===== src/rtl/seg7_pkg.sv =====
// seg7_pkg: shared state encoding and active-low segment codes for the scanned 7-segment display
package seg7_pkg;
  typedef enum logic [1:0] {IDLE, BLANK, SHOW} state_t;
  localparam logic [6:0] SEG_0   = 7'b1000000;
  localparam logic [6:0] SEG_1   = 7'b1111001;
  localparam logic [6:0] SEG_2   = 7'b0100100;
  localparam logic [6:0] SEG_3   = 7'b0110000;
  localparam logic [6:0] SEG_4   = 7'b0011001;
  localparam logic [6:0] SEG_5   = 7'b0010010;
  localparam logic [6:0] SEG_6   = 7'b0000010;
  localparam logic [6:0] SEG_7   = 7'b1111000;
  localparam logic [6:0] SEG_8   = 7'b0000000;
  localparam logic [6:0] SEG_9   = 7'b0010000;
  localparam logic [6:0] SEG_OFF = 7'h7F;
endpackage


===== src/rtl/seg7_bcd_decode.sv =====
// seg7_bcd_decode: combinational BCD to active-low 7-segment decoder
//   bcd in  [3:0]  digit value; 10..15 are not BCD
//   seg out [6:0]  {g,f,e,d,c,b,a} active-low; non-BCD values give SEG_OFF
module seg7_bcd_decode
  import seg7_pkg::*;
(
  input  logic [3:0] bcd,
  output logic [6:0] seg
);
  always_comb begin
    case (bcd)
      4'd0:    seg = SEG_0;
      4'd1:    seg = SEG_1;
      4'd2:    seg = SEG_2;
      4'd3:    seg = SEG_3;
      4'd4:    seg = SEG_4;
      4'd5:    seg = SEG_5;
      4'd6:    seg = SEG_6;
      4'd7:    seg = SEG_7;
      4'd8:    seg = SEG_8;
      4'd9:    seg = SEG_9;
      default: seg = SEG_OFF;
    endcase
  end
endmodule


===== src/rtl/seg7_scan_ctrl.sv =====
// seg7_scan_ctrl: time-multiplexes packed BCD digits onto one active-low 7-segment bus
//   clk, rst        clock, asynchronous active-high reset
//   en              scan enable; 0 keeps the display dark
//   bcd_in          packed BCD, nibble k = digit k (digit 0 = units)
//   lz_blank        1 suppresses leading zeros
//   seg_out         {g,f,e,d,c,b,a} active-low
//   dig_sel         active-low digit enables, at most one low
//   frame_done      one-cycle pulse when the last digit slot completes
module seg7_scan_ctrl
  import seg7_pkg::*;
#(
  parameter int NUM_DIGITS = 3,
  parameter int SCAN_DIV   = 50000,
  parameter int BLANK_CYC  = 500,
  parameter int DIV_W      = 16
) (
  input  logic                    clk,
  input  logic                    rst,
  input  logic                    en,
  input  logic [4*NUM_DIGITS-1:0] bcd_in,
  input  logic                    lz_blank,
  output logic [6:0]              seg_out,
  output logic [NUM_DIGITS-1:0]   dig_sel,
  output logic                    frame_done
);
  localparam int IW = NUM_DIGITS > 1 ? $clog2(NUM_DIGITS) : 1;
  localparam logic [IW-1:0] LAST = IW'(NUM_DIGITS - 1);
  initial begin
    assert (NUM_DIGITS >= 1 && BLANK_CYC >= 1 && SCAN_DIV > BLANK_CYC && SCAN_DIV <= 2 ** DIV_W)
      else $fatal(1, "seg7_scan_ctrl: illegal parameters");
  end
  state_t                  state_q, state_d;
  logic [IW-1:0]           idx_q, idx_d;
  logic [DIV_W-1:0]        cnt_q, cnt_d;
  logic [4*NUM_DIGITS-1:0] snap_q, snap_d;
  logic [6:0]              seg_q, seg_d, dec_seg;
  logic [NUM_DIGITS-1:0]   dig_q, dig_d, lead_zero;
  logic                    fd_q, fd_d, last, show, zero_run;
  logic [3:0]              nib;
  assign last = cnt_q == DIV_W'(SCAN_DIV - 1);
  always_comb begin
    state_d = state_q;
    idx_d   = idx_q;
    cnt_d   = cnt_q;
    snap_d  = snap_q;
    fd_d    = 1'b0;
    if (!en) begin
      state_d = IDLE;
      idx_d   = '0;
      cnt_d   = '0;
    end else if (state_q == IDLE) begin
      state_d = BLANK;
      idx_d   = '0;
      cnt_d   = '0;
      snap_d  = bcd_in;
    end else begin
      cnt_d   = last ? '0 : cnt_q + 1'b1;
      idx_d   = !last ? idx_q : idx_q == LAST ? '0 : idx_q + 1'b1;
      fd_d    = last && idx_q == LAST;
      snap_d  = fd_d ? bcd_in : snap_q;
      // Each slot starts blank; the blank interval is the first BLANK_CYC counts.
      state_d = cnt_d < DIV_W'(BLANK_CYC) ? BLANK : SHOW;
    end
  end
  // lead_zero[k]: nibbles k..top of the snapshot are all zero.
  always_comb begin
    zero_run  = 1'b1;
    lead_zero = '0;
    for (int k = NUM_DIGITS - 1; k >= 0; k--) begin
      zero_run     = zero_run && snap_q[4*k +: 4] == 4'd0;
      lead_zero[k] = zero_run;
    end
  end
  // Outputs are computed from the next state so they update on the same edge.
  assign nib = snap_q[idx_d*4 +: 4];
  seg7_bcd_decode u_dec (.bcd(nib), .seg(dec_seg));
  assign show  = state_d == SHOW && !(lz_blank && idx_d != '0 && lead_zero[idx_d]);
  assign seg_d = show ? dec_seg : SEG_OFF;
  assign dig_d = show ? ~(NUM_DIGITS'(1) << idx_d) : '1;
  always_ff @(posedge clk or posedge rst) begin
    if (rst) begin
      state_q <= IDLE;
      idx_q   <= '0;
      cnt_q   <= '0;
      snap_q  <= '0;
      seg_q   <= SEG_OFF;
      dig_q   <= '1;
      fd_q    <= 1'b0;
    end else begin
      state_q <= state_d;
      idx_q   <= idx_d;
      cnt_q   <= cnt_d;
      snap_q  <= snap_d;
      seg_q   <= seg_d;
      dig_q   <= dig_d;
      fd_q    <= fd_d;
    end
  end
  assign seg_out    = seg_q;
  assign dig_sel    = dig_q;
  assign frame_done = fd_q;
endmodule


===== config.mk =====
export PLATFORM = sky130hd
export DESIGN_NAME = seg7_scan_ctrl
export DESIGN_NICKNAME = d
export VERILOG_FILES = /design/src/rtl/seg7_pkg.sv /design/src/rtl/seg7_bcd_decode.sv /design/src/rtl/seg7_scan_ctrl.sv
export SDC_FILE = /design/constraint.sdc
export NUM_CORES = 1
export LEC_CHECK = 0
export ABC_AREA = 1
export BUFFER_PORTS_ARGS = -buffer_cell sky130_fd_sc_hd__clkbuf_2
export CAP_MARGIN = 20
export CORE_MARGIN = 2
export CORE_UTILIZATION = 40
export CTS_CLUSTER_DIAMETER = 120
export CTS_CLUSTER_SIZE = 16
export DETAILED_ROUTE_END_ITERATION = 8
export GPL_TIMING_DRIVEN = 0
export PLACE_DENSITY = 0.64
export SLEW_MARGIN = 40
export SYNTH_ARGS = -nofsm -noshare
export SYNTH_HDL_FRONTEND = slang
export SYNTH_HIERARCHICAL = 1
export SYNTH_SLANG_ARGS = --single-unit

===== constraint.sdc =====
create_clock -name clk -period 2.4 [get_ports clk]
set_input_delay 0.24 -clock clk [delete_from_list [all_inputs] [get_ports clk]]
set_output_delay 0.24 -clock clk [all_outputs]
set_load 0.02 [all_outputs]

==> impl_results.rst, run 1 <==
.. list-table::
   :header-rows: 1

   * - Metric
     - Value
   * - Rel. slew slack
     - 64.62%
   * - Remaining antenna violation count
     - 0
   * - Count of nets after finishing
     - 416
   * - Number of standard cells after synthesis
     - 343
   * - Predominant post-synthesis flop cell
     - sky130_fd_sc_hd__dfrtp_1
   * - Number of CTS-inserted buffers
     - 5
   * - Critical R2R Launch
     - cnt_q[7]$_DFF_PP0_
   * - CP Max Fanout
     - 6
   * - Largest net degree at the start of global routing
     - 44
   * - Placed cell count
     - 444
   * - Via count of the first global-routing pass
     - 2103
   * - Number of enable flip-flop cells after synthesis
     - 0
   * - Final Hold Fails
     - 0
   * - Design Area, Final
     - 3107 um^2
   * - CTS clock-pin slew for the worst setup and hold paths
     - 0.08 ns
   * - Post-route fraction of the period consumed by the critical path
     - 96.59%
   * - Power density relative to cell area
     - 475.8 nW/um^2
   * - Post-synthesis cell area
     - 2441 um^2
   * - Share of the synthesized area in the top cell type
     - 33.83%
   * - Horizontal extent of the die
     - 82.12 um
   * - I/O pin count
     - 27
   * - Effective utilization at floorplan
     - 41.23%
   * - Worst supply voltage drop on vdd
     - 0.0002238 V
   * - Mean cell area of the mapped netlist
     - 7.117 um^2
   * - Top-count cell post-synth
     - sky130_fd_sc_hd__nand2_1
   * - Clock latency of the later-clocked register in the worst-skew pair
     - 0.30 ns
   * - PnR Total Power
     - 1478 uW
   * - Area of the placeable core
     - 5921 um^2
   * - Share of final-layout standard cells stronger than drive strength 1
     - 30.63%
   * - Critical path arrival
     - 2.54 ns
   * - Worst setup slack for register-to-register paths
     - 0.08 ns
   * - Share of flip-flops with an asynchronous set or reset after synthesis
     - 100.0%
   * - Min Clock Period, post-route
     - 2.318 ns
   * - Cell types with the largest area share after synthesis
     - sky130_fd_sc_hd__dfrtp_1 34%, sky130_fd_sc_hd__nand2_1 16%, sky130_fd_sc_hd__dfstp_2 11%
   * - Die area
     - 6744 um^2
   * - Number of DRC markers after the initial detailed-route iteration
     - 157
   * - Net count of the mapped netlist
     - 365
   * - Count of H-tree levels built during CTS
     - 2
   * - Routed WL
     - 5611 um
   * - Count of distinct cell types in the synthesized netlist
     - 25
   * - Row Count
     - 28
   * - Area growth, synth to finish
     - 27.27%
   * - Setup repair after global routing missed its margin
     - yes
   * - Global-route wire length before repair
     - 9266 um
   * - Number of instances on the worst hold path
     - 3
   * - Total cell area at the placement stage
     - 2668 um^2
   * - Chip Height
     - 82.12 um
   * - Routability congestion estimate
     - 0.8680
   * - Setup-failing EPs final
     - 0
   * - Sequential-to-total area share from yosys stat
     - 44.59%
   * - Commonest cells in the synthesized netlist
     - 107 x sky130_fd_sc_hd__nand2_1, 49 x sky130_fd_sc_hd__nand3_1, 49 x sky130_fd_sc_hd__nor2_1, 45 x sky130_fd_sc_hd__inv_1, 33 x sky130_fd_sc_hd__dfrtp_1
   * - Total overflow reported by the global router
     - 0
   * - Number of flip-flops and latches in the synthesized netlist
     - 43
   * - TritonCTS clock tree
     - yes
   * - Worst-margin pin slew
     - 0.5308 ns
   * - Pins over their slew limit
     - 0
   * - Average detailed-routed wire length per instance
     - 11.94 um
   * - DR vias
     - 2280
   * - Filler cells
     - 559
   * - Root buffer cell
     - sky130_fd_sc_hd__clkbuf_8
   * - Endpoint of the worst-slack reg-to-reg timing path
     - seg_out[3]$_DFF_PP1_
   * - Max capacitance violation total
     - 0
   * - Antenna violations before repair
     - 0
   * - Routed vias/inst
     - 4.851
   * - Warning count from the yosys run
     - 6
   * - GR Util All Layers
     - 17.74%
   * - Path type of the worst setup path
     - reg -> reg
   * - Endpoint of the worst hold path
     - snap_q[3]$_DFFE_PP0P_
   * - Number of iterations in the first detailed-routing pass
     - 4
   * - Status
     - complete, no violations
   * - Launch point of the critical path
     - cnt_q[7]$_DFF_PP0_
   * - Endpoint kind of the worst setup timing path
     - flip-flop
   * - Sink count of the clock tree
     - 43
   * - Final cell utilization of the core
     - 52.47%
   * - Final HPWL DP
     - 3896 um
   * - Fmax
     - 431.4 MHz
   * - Required time at the endpoint of the critical path
     - 2.62 ns
   * - Depth of the most critical reg-to-reg path
     - 18
   * - Cell accounting for the most synthesized area
     - sky130_fd_sc_hd__dfrtp_1
   * - Largest buffer count on any clock path
     - 2
   * - Startpoint of the tightest hold check path
     - bcd_in[3]
   * - Kind of start point of the critical path
     - flip-flop
   * - Layout Skew
     - 0.009959 ns
   * - DRC Markers
     - 0
   * - # diodes
     - 0
   * - Worst hold path type
     - in -> reg
   * - Worst hold-check slack
     - 0.1592 ns
   * - Number of port buffers
     - 26
   * - Non-filler instance count after layout
     - 470
   * - Leak
     - 0.001486 uW
==> timing repair <==
action | CTS | global route
pin swaps | 4 | 13
setup endpoints to repair | 7 | 7
hold buffers | 1 | 0
gates resized for setup | 15 | 44
buffers inserted | 7 | 10
endpoints found under the hold margin | 18 | 0
==> how the worst max path moves through the flow <==
stage	slack, ns	end	cells after the start
after floorplan	0.04	seg_out[3]$_DFF_PP1_	18
after global placement	-0.34	seg_out[3]$_DFF_PP1_	16
after detailed placement	-0.37	seg_out[3]$_DFF_PP1_	16
after CTS	0.04	seg_out[3]$_DFF_PP1_	18
after global routing	-0.06	seg_out[5]$_DFF_PP1_	19
final	0.08	seg_out[3]$_DFF_PP1_	18
==> critical path, cell delays in order, from the launching register on <==
cell and delay [ns]:
sky130_fd_sc_hd__dfrtp_2 0.47, sky130_fd_sc_hd__nor2_2 0.12, sky130_fd_sc_hd__nand2_1 0.10, sky130_fd_sc_hd__nor2_4 0.14, sky130_fd_sc_hd__nand2_2 0.09, sky130_fd_sc_hd__o21ai_2 0.17
sky130_fd_sc_hd__inv_2 0.06, sky130_fd_sc_hd__nor2_4 0.14, sky130_fd_sc_hd__nand2_2 0.10, sky130_fd_sc_hd__inv_2 0.08, sky130_fd_sc_hd__nand2_2 0.06, sky130_fd_sc_hd__nand3_4 0.09
sky130_fd_sc_hd__inv_4 0.06, sky130_fd_sc_hd__ha_4 0.27, sky130_fd_sc_hd__nand2_4 0.05, sky130_fd_sc_hd__nand3_2 0.06, sky130_fd_sc_hd__nand2_1 0.05, sky130_fd_sc_hd__inv_1 0.06
sky130_fd_sc_hd__nand3_1 0.06
==> sequential cells by signal, summed over array words and instances, names as in the netlist <==
signal      cells
frame_done      1
dig_sel         3
cnt_q          16
snap_q         12
state_q         2
seg_out         7
idx_q           2
==> power by group <==
part	internal (uW)	switching [uW]
Sequential	754	20.9
Combinational	97.8	153
Clock	203	249
==> area by class of cell <==
class                      instances  area, um^2  share of cell area, %
multi-input combinational        248        1353                  43.54
clock inverter                     2       12.51                 0.4027
timing repair buffer              44       271.5                  8.739
inverter                          47       183.9                  5.920
clock buffer                       6       72.57                  2.336
buffer                             5       28.78                 0.9263
tap                               75       93.84                  3.021
sequential                        43        1091                  35.12
==> metal layers <==
metal	global-route usage, %	wire length, um
met1	24.95	2760
met2	27.72	2555
met3	3.696	215
met4	5.000	79
met5	0	0
==> layout by cell type, fill, tap and decap left out, types with 4 or more instances in the layout <==
| cell type | synthesis | final |
|---|---|---|
| sky130_fd_sc_hd__nand2_1 | 107 | 96 |
| sky130_fd_sc_hd__nor2_1 | 49 | 42 |
| sky130_fd_sc_hd__nand3_1 | 49 | 40 |
| sky130_fd_sc_hd__inv_1 | 45 | 36 |
| sky130_fd_sc_hd__dfrtp_1 | 33 | 31 |
| sky130_fd_sc_hd__clkbuf_2 | 0 | 26 |
| sky130_fd_sc_hd__buf_4 | 0 | 16 |
| sky130_fd_sc_hd__nand2_2 | 3 | 13 |
| sky130_fd_sc_hd__dfstp_2 | 10 | 10 |
| sky130_fd_sc_hd__nor2_2 | 6 | 8 |
| sky130_fd_sc_hd__nand4_1 | 8 | 8 |
| sky130_fd_sc_hd__nor2_4 | 2 | 7 |
| sky130_fd_sc_hd__inv_2 | 1 | 7 |
| sky130_fd_sc_hd__nand3_2 | 0 | 5 |
| sky130_fd_sc_hd__clkbuf_8 | 0 | 5 |
| sky130_fd_sc_hd__nand3_4 | 0 | 4 |
| sky130_fd_sc_hd__a21oi_1 | 4 | 4 |
| sky130_fd_sc_hd__ha_4 | 0 | 4 |
==> metrics by stage <==
stage	setup TNS (ns)	worst slack [ns]
floorplan	0	0.03717
global placement	-1.418	-0.3350
detailed placement	-1.678	-0.3712
CTS	0	0.04405
global route	-0.2309	-0.06496
finish	0	0.08180
==> cell families (layout without fill, tap and decap cells) <==
logic type	Yosys count	after routing	synth area share, %
fa+ha+maj	6	6	3.075
flops	43	43	44.59
buf+inv	52	104	8.406
simple gates	231	231	41.06
compound gates	11	11	2.870
No activity file was read; power rests on OpenSTA's default activity.
==> run 2, diff against run 1 <==
- CORE_UTILIZATION: 40 -> 50
- PLACE_DENSITY: 0.64 -> 0.74
- clock period: 2.4 -> 2.54 ns (I/O delays scaled with it)
==> impl_results.rst, run 2 (synthesis results as in run 1) <==
.. list-table::
   :header-rows: 1

   * - Metric
     - Value
   * - Routed wire length on met3
     - 282 um (+31%)
   * - Rel. slew slack
     - 65.19% (+0.57 points)
   * - Path type of the worst setup path
     - reg -> reg
   * - Buffers & Inverters on Critical Path
     - 4 (unchanged)
   * - DR vias
     - 2225 (-2.4%)
   * - Layout Skew
     - 0.01360 ns (+0.003641 ns)
   * - Max capacitance violation total
     - 0 (unchanged)
   * - Via count of the first global-routing pass
     - 2012 (-4.3%)
   * - Sink count of the clock tree
     - 43 (unchanged)
   * - Number of iterations in the first detailed-routing pass
     - 4 (unchanged)
   * - Cell family with most CP delay
     - simple AND/OR/NAND/NOR gates
   * - Fmax
     - 421.4 MHz (-2.3%)
   * - Met2 wire len
     - 2374 um (-7.1%)
   * - Pins over their slew limit
     - 0 (unchanged)
   * - Area growth, synth to finish
     - 21.27%
   * - Routed vias/inst
     - 4.901 (+1.0%)
   * - GR Util All Layers
     - 20.81% (+3.1 points)
   * - Kind of start point of the critical path
     - flip-flop
   * - Flip-flop count of the largest register, all copies and words added
     - 16 (unchanged)
   * - Largest reg by FF count
     - cnt_q
   * - Worst hold path type
     - in -> reg
   * - Chip Height
     - 73.87 um (-10%)
   * - Highest-count cells in the layout ignoring fill and taps
     - 105 x sky130_fd_sc_hd__nand2_1, 45 x sky130_fd_sc_hd__nor2_1, 45 x sky130_fd_sc_hd__nand3_1, 40 x sky130_fd_sc_hd__inv_1, 29 x sky130_fd_sc_hd__dfrtp_1
   * - Final HPWL DP
     - 3688 um (-5.3%)
   * - Global-route wire length before repair
     - 8700 um (-6.1%)
   * - Count of nets after finishing
     - 408 (-1.9%)
   * - DRC Markers
     - 0 (unchanged)
   * - Min Clock Period, post-route
     - 2.373 ns (+0.05507 ns)
   * - Highest routing layer actually used
     - met4
   * - Setup-failing EPs final
     - 0 (unchanged)
   * - Non-filler instance count after layout
     - 454 (-3.4%)
   * - Share of final-layout standard cells stronger than drive strength 1
     - 23.00% (-7.6 points)
   * - Largest buffer count on any clock path
     - 2 (unchanged)
   * - Leak
     - 0.001446 uW (-2.7%)
   * - Number of DRC markers after the initial detailed-route iteration
     - 106 (-32%)
   * - Critical path arrival
     - 2.62 ns (+0.08 ns)
   * - Slowest cell delay on critical path
     - 0.45 ns (-0.02 ns)
   * - Horizontal extent of the die
     - 73.87 um (-10%)
   * - Post-route fraction of the period consumed by the critical path
     - 93.44% (-3.2 points)
   * - Die area
     - 5457 um^2 (-19%)
   * - Number of port buffers
     - 26 (unchanged)
   * - Final cell utilization of the core
     - 62.68% (+10 points)
   * - CTS clock-pin slew for the worst setup and hold paths
     - 0.09 ns (about the same)
   * - Endpoint kind of the worst setup timing path
     - flip-flop
   * - Row Count
     - 25 (-11%)
   * - Worst supply voltage drop on vdd
     - 0.0003622 V (+62%)
   * - Power density relative to cell area
     - 520.9 nW/um^2 (+9.5%)
   * - Clock latency of the later-clocked register in the worst-skew pair
     - 0.31 ns (about the same)
   * - Worst-margin pin slew
     - 0.5222 ns (-0.008557 ns)
   * - Area of the placeable core
     - 4723 um^2 (-20%)
   * - Average detailed-routed wire length per instance
     - 11.55 um (-3.2%)
   * - Placed cell count
     - 436 (-1.8%)
   * - Commonest non-fill, non-tap cell in the layout
     - sky130_fd_sc_hd__nand2_1
   * - Worst hold-check slack
     - 0.1700 ns (+0.01082 ns)
   * - PnR Total Power
     - 1542 uW (+4.3%)
   * - Post-route setup slack
     - 0.1667 ns (+0.08493 ns)
   * - Antenna violations before repair
     - 0 (unchanged)
   * - Count of H-tree levels built during CTS
     - 2 (unchanged)
   * - Required time at the endpoint of the critical path
     - 2.78 ns (+0.16 ns)
   * - Root buffer cell
     - sky130_fd_sc_hd__clkbuf_8
   * - CP Max Fanout
     - 5 (-1)
   * - Remaining antenna violation count
     - 0 (unchanged)
   * - Number of CTS-inserted buffers
     - 5 (unchanged)
   * - Largest net degree at the start of global routing
     - 44 (unchanged)
   * - Final Hold Fails
     - 0 (unchanged)
   * - # diodes
     - 0 (unchanged)
   * - Total overflow reported by the global router
     - 0 (unchanged)
   * - Routability congestion estimate
     - 0.9030 (+4.0%)
   * - Effective utilization at floorplan
     - 51.68% (+10 points)
   * - Routed WL
     - 5244 um (-6.5%)
   * - Pre-CTS setup slack
     - -0.2269 ns (+0.1442 ns)
   * - I/O pin count
     - 27 (unchanged)
   * - Worst setup slack for register-to-register paths
     - 0.17 ns (+0.08 ns)
   * - Critical-path top delay cell
     - sky130_fd_sc_hd__dfrtp_2
   * - TritonCTS clock tree
     - yes
   * - Status
     - complete, no violations
   * - Ordered list of cells on the worst path
     - nor2_2 > nand2_2 > nor2_4 > nand2_2 > o21ai_2 > inv_1 > nor2_4 > nand2_2 > inv_2 > nand2_1 > nand3_4 > inv_2 > ha_1 > nand2_1 > nand3_1 > nand2_1 > inv_1 > nand3_1
   * - Wire length on met1
     - 2452 um (-11%)
-- run 2: cell types whose count changed in the layout (fill, tap and decap cells not counted), moves of 3 or more --
cell                      change
sky130_fd_sc_hd__nor2_1       +3
sky130_fd_sc_hd__nand2_1      +9
sky130_fd_sc_hd__ha_4         -3
sky130_fd_sc_hd__nand2_2      -8
sky130_fd_sc_hd__nand3_2      -3
sky130_fd_sc_hd__inv_1        +4
sky130_fd_sc_hd__nor2_2       -3
sky130_fd_sc_hd__buf_4        -7
sky130_fd_sc_hd__nand3_1      +5
sky130_fd_sc_hd__ha_1         +5
-- run 2: per-layer routing --
| metal | GRT usage, % | vias to the layer above |
|---|---|---|
| li1 | - | 1169 |
| met3 | 3.704 | 12 |
| met4 | 10.10 | 0 |
| met1 | 28.40 | 975 |
| met2 | 31.85 | 69 |
| met5 | 0 | - |
-- run 2: final cells by class --
type,instances,area (um^2)
plain buffers,5,28.78
clock buffers,6,72.57
clock inverters,2,60.06
fillers,415,1763
inverters,47,178.9
multi-input cells,248,1235
flip-flops and latches,43,1094
well taps,67,83.83
repair buffers,36,207.7
-- run 2: final timing paths --
check / from / end / cells after the start
setup / recovery: cnt_q[13]$_DFF_PP0_ / seg_out[3]$_DFF_PP1_ / 18
min in group asynchronous: rst / cnt_q[15]$_DFF_PP0_ / 3
setup reg to reg: cnt_q[13]$_DFF_PP0_ / seg_out[3]$_DFF_PP1_ / 18
hold reg to reg: snap_q[0]$_DFFE_PP0P_ / snap_q[0]$_DFFE_PP0P_ / 2
max in group asynchronous: rst / cnt_q[4]$_DFF_PP0_ / 3
hold / removal: bcd_in[5] / snap_q[5]$_DFFE_PP0P_ / 3
-- run 2: metrics by stage --
| stage | instance area, um^2 | setup TNS (ns) |
|---|---|---|
| 6_report | 2960 | 0 |
| 3_5_place_dp | 2658 | -0.7018 |
| 5_1_grt | 2960 | -0.03605 |
| 2_1_floorplan | 2441 | 0 |
| 3_3_place_gp | 2655 | -0.5228 |
| 4_1_cts | 2828 | 0 |
-- run 2: timing repair --
item,CTS,global route
hold buffers,1,0
resized for setup,6,21
endpoints found under the hold margin,9,0
setup buffers,1,8
pin swaps,0,7
endpoints found under the setup margin,6,7
-- run 2: worst reg2reg max path: stages, from the launching register on --
cell and delay (ns):
sky130_fd_sc_hd__dfrtp_2 0.45, sky130_fd_sc_hd__nor2_2 0.15, sky130_fd_sc_hd__nand2_2 0.10, sky130_fd_sc_hd__nor2_4 0.13
sky130_fd_sc_hd__nand2_2 0.09, sky130_fd_sc_hd__o21ai_2 0.15, sky130_fd_sc_hd__inv_1 0.09, sky130_fd_sc_hd__nor2_4 0.16
sky130_fd_sc_hd__nand2_2 0.09, sky130_fd_sc_hd__inv_2 0.07, sky130_fd_sc_hd__nand2_1 0.08, sky130_fd_sc_hd__nand3_4 0.10
sky130_fd_sc_hd__inv_2 0.06, sky130_fd_sc_hd__ha_1 0.27, sky130_fd_sc_hd__nand2_1 0.08, sky130_fd_sc_hd__nand3_1 0.07
sky130_fd_sc_hd__nand2_1 0.06, sky130_fd_sc_hd__inv_1 0.04, sky130_fd_sc_hd__nand3_1 0.07
-- run 2: where the power goes --
group / internal [uW] / switching, uW
sequential: 712 / 18.2
clock: 393 / 239
combinational: 66.2 / 114
total: 1170 / 371
==> run 3, diff against run 2 <==
- ABC_AREA: 1 -> default
- ABC_CLOCK_PERIOD_IN_PS: default -> 2000
- PLACE_DENSITY: 0.74 -> 0.76
- clock period: 2.54 -> 2 ns (I/O delays scaled with it)
==> impl_results.rst, run 3 <==
.. list-table::
   :header-rows: 1

   * - Metric
     - Value
   * - Cell accounting for the most synthesized area
     - sky130_fd_sc_hd__dfrtp_1
   * - Required time at the endpoint of the critical path
     - 2.24 ns (-0.54 ns)
   * - Worst hold path type
     - in -> reg
   * - I/O pin count
     - 27 (unchanged)
   * - CTS clock-pin slew for the worst setup and hold paths
     - 0.09 ns (about the same)
   * - TritonCTS clock tree
     - yes
   * - Ordered list of cells on the worst path
     - buf_8 > or4bb_4 > nor4_4 > buf_6 > nand3_1 > a21oi_1 > a31oi_1 > o21ai_2 > inv_2 > ha_4 > nand2_1 > o21ai_0 > o21ai_1 > nor2_1 > nand2_1
   * - Mean cell area of the mapped netlist
     - 9.336 um^2 (+31%)
   * - GR Util All Layers
     - 21.01% (+0.20 points)
   * - Number of iterations in the first detailed-routing pass
     - 4 (unchanged)
   * - Final Hold Fails
     - 0 (unchanged)
   * - Total overflow reported by the global router
     - 0 (unchanged)
   * - FF/Latch Area
     - 1092 um^2 (-0.11%)
   * - Crit-path most repeated cell
     - sky130_fd_sc_hd__nand2_1
   * - Worst supply voltage drop on vdd
     - 0.0004072 V (+12%)
   * - Sequential-to-total area share from yosys stat
     - 42.71% (-1.9 points)
   * - Number of DRC markers after the initial detailed-route iteration
     - 156 (+47%)
   * - Antenna violations before repair
     - 0 (unchanged)
   * - Net count of the mapped netlist
     - 295 (-19%)
   * - Combinational family with the most area after synthesis
     - simple AND/OR/NAND/NOR gates
   * - Max capacitance violation total
     - 0 (unchanged)
   * - Critical-path top delay cell
     - sky130_fd_sc_hd__or4bb_4
   * - Depth of the most critical reg-to-reg path
     - 15 (-3)
   * - Placed cell count
     - 366 (-16%)
   * - Synth Area in Adders
     - 2.946% (-0.13 points)
   * - Share of the synthesized area in the top cell type
     - 32.40% (-1.4 points)
   * - Sink count of the clock tree
     - 43 (unchanged)
   * - Setup-failing EPs final
     - 12 (+12)
   * - Row Count
     - 25 (unchanged)
   * - Final HPWL DP
     - 3637 um (-1.4%)
   * - Failing checks
     - setup timing
   * - DR vias
     - 2219 (-0.27%)
   * - Share of final-layout standard cells stronger than drive strength 1
     - 40.61% (+18 points)
   * - Filler cells
     - 387 (-6.7%)
   * - Flip-flop count of the largest register, all copies and words added
     - 16 (unchanged)
   * - Status
     - finished, violations left
   * - Predominant post-synthesis flop cell
     - sky130_fd_sc_hd__dfrtp_1
   * - Cell types with the largest area share after synthesis
     - sky130_fd_sc_hd__dfrtp_1 32%, sky130_fd_sc_hd__dfstp_2 10%, sky130_fd_sc_hd__mux2_2 5.3%
   * - Chip Height
     - 75.40 um (+2.1%)
   * - Number of flip-flops and latches in the synthesized netlist
     - 43 (unchanged)
   * - Global-route wire length before repair
     - 9087 um (+4.4%)
   * - Warning count from the yosys run
     - 6 (unchanged)
   * - Area of the placeable core
     - 4817 um^2 (+2.0%)
   * - Number of port buffers
     - 26 (unchanged)
   * - Fmax
     - 345.8 MHz (-18%)
   * - Average detailed-routed wire length per instance
     - 14.95 um (+29%)
   * - Setup repair after global routing missed its margin
     - yes
   * - Critical path arrival
     - 3.13 ns (+0.51 ns)
   * - Largest net degree at the start of global routing
     - 44 (unchanged)
   * - Area growth, synth to finish
     - 30.54%
   * - # diodes
     - 0 (unchanged)
   * - Power density relative to cell area
     - 595.9 nW/um^2 (+14%)
   * - Rel. slew slack
     - 47.39% (-18 points)
   * - Effective utilization at floorplan
     - 52.91% (+1.2 points)
   * - Worst-margin pin slew
     - 0.7819 ns (+0.2597 ns)
   * - Min Clock Period, post-route
     - 2.892 ns (+0.5186 ns)
   * - Number of CTS-inserted buffers
     - 5 (unchanged)
   * - Simple-gate area share of the yosys netlist
     - 25.58% (-15 points)
   * - PnR Total Power
     - 1983 uW (+29%)
   * - Highest-count cells in the layout ignoring fill and taps
     - 34 x sky130_fd_sc_hd__nor2_1, 30 x sky130_fd_sc_hd__dfrtp_1, 29 x sky130_fd_sc_hd__nand2_1, 26 x sky130_fd_sc_hd__clkbuf_2, 23 x sky130_fd_sc_hd__buf_4
   * - Top-count cell post-synth
     - sky130_fd_sc_hd__nor2_1
   * - Commonest cells in the synthesized netlist
     - 34 x sky130_fd_sc_hd__nor2_1, 33 x sky130_fd_sc_hd__dfrtp_1, 30 x sky130_fd_sc_hd__nand2_1, 14 x sky130_fd_sc_hd__o21ai_0, 12 x sky130_fd_sc_hd__mux2_2
   * - DRC Markers
     - 0 (unchanged)
   * - Number of enable flip-flop cells after synthesis
     - 0 (unchanged)
   * - Count of distinct cell types in the synthesized netlist
     - 52 (+110%)
   * - Number of instances on the worst hold path
     - 2 (-1)
   * - Leak
     - 0.001345 uW (-7.0%)
   * - Remaining antenna violation count
     - 0 (unchanged)
   * - Largest buffer count on any clock path
     - 2 (unchanged)
   * - Post-synthesis cell area
     - 2549 um^2 (+4.4%)
   * - Count of nets after finishing
     - 351 (-14%)
   * - Via count of the first global-routing pass
     - 2072 (+3.0%)
   * - Kind of start point of the critical path
     - flip-flop
   * - Non-filler instance count after layout
     - 397 (-13%)
   * - Die area
     - 5684 um^2 (+4.2%)
   * - Commonest non-fill, non-tap cell in the layout
     - sky130_fd_sc_hd__nor2_1
   * - Post-route setup slack
     - -0.8919 ns (-1.059 ns)
   * - Number of standard cells after synthesis
     - 273 (-20%)
   * - Multi-input gate area in the final layout
     - 1543 um^2 (+25%)
   * - Clock latency of the later-clocked register in the worst-skew pair
     - 0.30 ns (about the same)
   * - Root buffer cell
     - sky130_fd_sc_hd__clkbuf_8
   * - Largest reg by FF count
     - cnt_q
   * - Endpoint kind of the worst setup timing path
     - flip-flop
   * - Share of flip-flops with an asynchronous set or reset after synthesis
     - 100.0% (unchanged)
   * - Multiplexer area fraction after synthesis
     - 6.087% (+6.1 points)
   * - Post-synthesis compound-gate area fraction
     - 12.62% (+9.7 points)
   * - Routed vias/inst
     - 5.589 (+14%)
   * - Synth Area in XOR/XNOR
     - 5.498% (+5.5 points)
   * - Path type of the worst setup path
     - reg -> reg
   * - Routability congestion estimate
     - 0.8583 (-5.0%)
   * - Post-route fraction of the period consumed by the critical path
     - 144.6% (+51 points)
   * - Layout Skew
     - 0.01343 ns (-0.0001755 ns)
   * - Horizontal extent of the die
     - 75.40 um (+2.1%)
   * - CP Max Fanout
     - 7 (+2)
   * - Count of H-tree levels built during CTS
     - 2 (unchanged)
   * - Slowest cell delay on critical path
     - 0.57 ns (+0.12 ns)
   * - Routed WL
     - 5934 um (+13%)
   * - Pins over their slew limit
     - 0 (unchanged)
[run 3: cell types whose count changed after synthesis, moves of 5 or more]
cell,previous run,this run
sky130_fd_sc_hd__nand2_1,107,30
sky130_fd_sc_hd__nor3_1,3,9
sky130_fd_sc_hd__inv_1,45,9
sky130_fd_sc_hd__nand3_1,49,10
sky130_fd_sc_hd__xor2_1,0,5
sky130_fd_sc_hd__o21ai_0,2,14
sky130_fd_sc_hd__nor2_2,6,0
sky130_fd_sc_hd__xnor2_1,0,11
sky130_fd_sc_hd__mux2_2,0,12
sky130_fd_sc_hd__nor2_1,49,34
sky130_fd_sc_hd__a21oi_1,4,11
sky130_fd_sc_hd__clkbuf_1,2,8
[run 3: power breakdown]
part | total [uW] | internal [uW] | switching, uW | leakage (uW)
sequential | 950 | 909 | 41.5 | 0.000531
combinational | 331 | 149 | 182 | 0.000752
clock | 701 | 399 | 302 | 0.0000618
[run 3: path summary, 6_finish.rpt]
path	from	to	slack (ns)
min	bcd_in[2]	snap_q[2]$_DFFE_PP0P_	0.12
min in group asynchronous	rst	cnt_q[15]$_DFF_PP0_	0.50
max	cnt_q[12]$_DFF_PP0_	seg_out[4]$_DFF_PP1_	-0.89
min reg2reg	state_q[1]$_DFF_PP0_	state_q[0]$_DFF_PP0_	0.56
max in group asynchronous	rst	cnt_q[5]$_DFF_PP0_	1.11
max reg2reg	cnt_q[12]$_DFF_PP0_	seg_out[4]$_DFF_PP1_	-0.89
[run 3: worst max-delay path, delay by kind of cell (launching register included)]
family / cells / cell delay, ns
fa+ha+maj: 1 / 0.18
buf+inv: 3 / 0.43
compound gates: 5 / 0.82
flops: 1 / 0.39
simple gates: 6 / 1.00
[run 3: logic make-up after synthesis]
kind of cell	count (synthesis)
buffers and inverters	25
flip-flops	43
multiplexers	14
adder cells (fa/ha/maj)	6
AO/OA/AOI/OAI	46
XOR/XNOR	16
AND/OR/NAND/NOR	123
[run 3: routing by layer]
layer	track usage [%]	vias to the layer above	part of all wire, %
met4	7.407	0	1.3
met3	4.630	9	5.5
met2	32.66	76	48
met5	0	-	0
li1	-	1069	-
met1	29.06	1065	45
[run 3: final cells by class]
| cell class | count | share of cell area (%) |
|---|---|---|
| Inverter | 9 | 1.091 |
| Timing Repair Buffer | 53 | 10.53 |
| Sequential cell | 43 | 32.83 |
| Multi-Input combinational cell | 205 | 46.37 |
| Tap cell | 67 | 2.520 |
| Clock buffer | 8 | 3.686 |
| Buffer | 12 | 2.971 |
[run 3: what timing repair did]
action,CTS,global route
resized for setup,29,27
buffers inserted,18,8
hold buffers,1,0
setup endpoints to repair,36,32
gates cloned,0,0
hold endpoints to repair,33,0
pin swaps,18,10
[run 3: stage by stage]
step	hold slack (ns)	setup TNS, ns	setup WS, ns	instance area (um^2)	utilization (%)
2_1_floorplan	0.3504	-6.233	-0.9696	2608	-
3_3_place_gp	0.4318	-16.38	-1.342	2821	58.57
3_5_place_dp	0.2767	-16.91	-1.351	2824	58.62
4_1_cts	0.1207	-7.035	-0.8397	3183	66.08
5_1_grt	0.1183	-9.311	-1.038	3327	69.06
6_report	0.1229	-7.284	-0.8919	3327	69.06
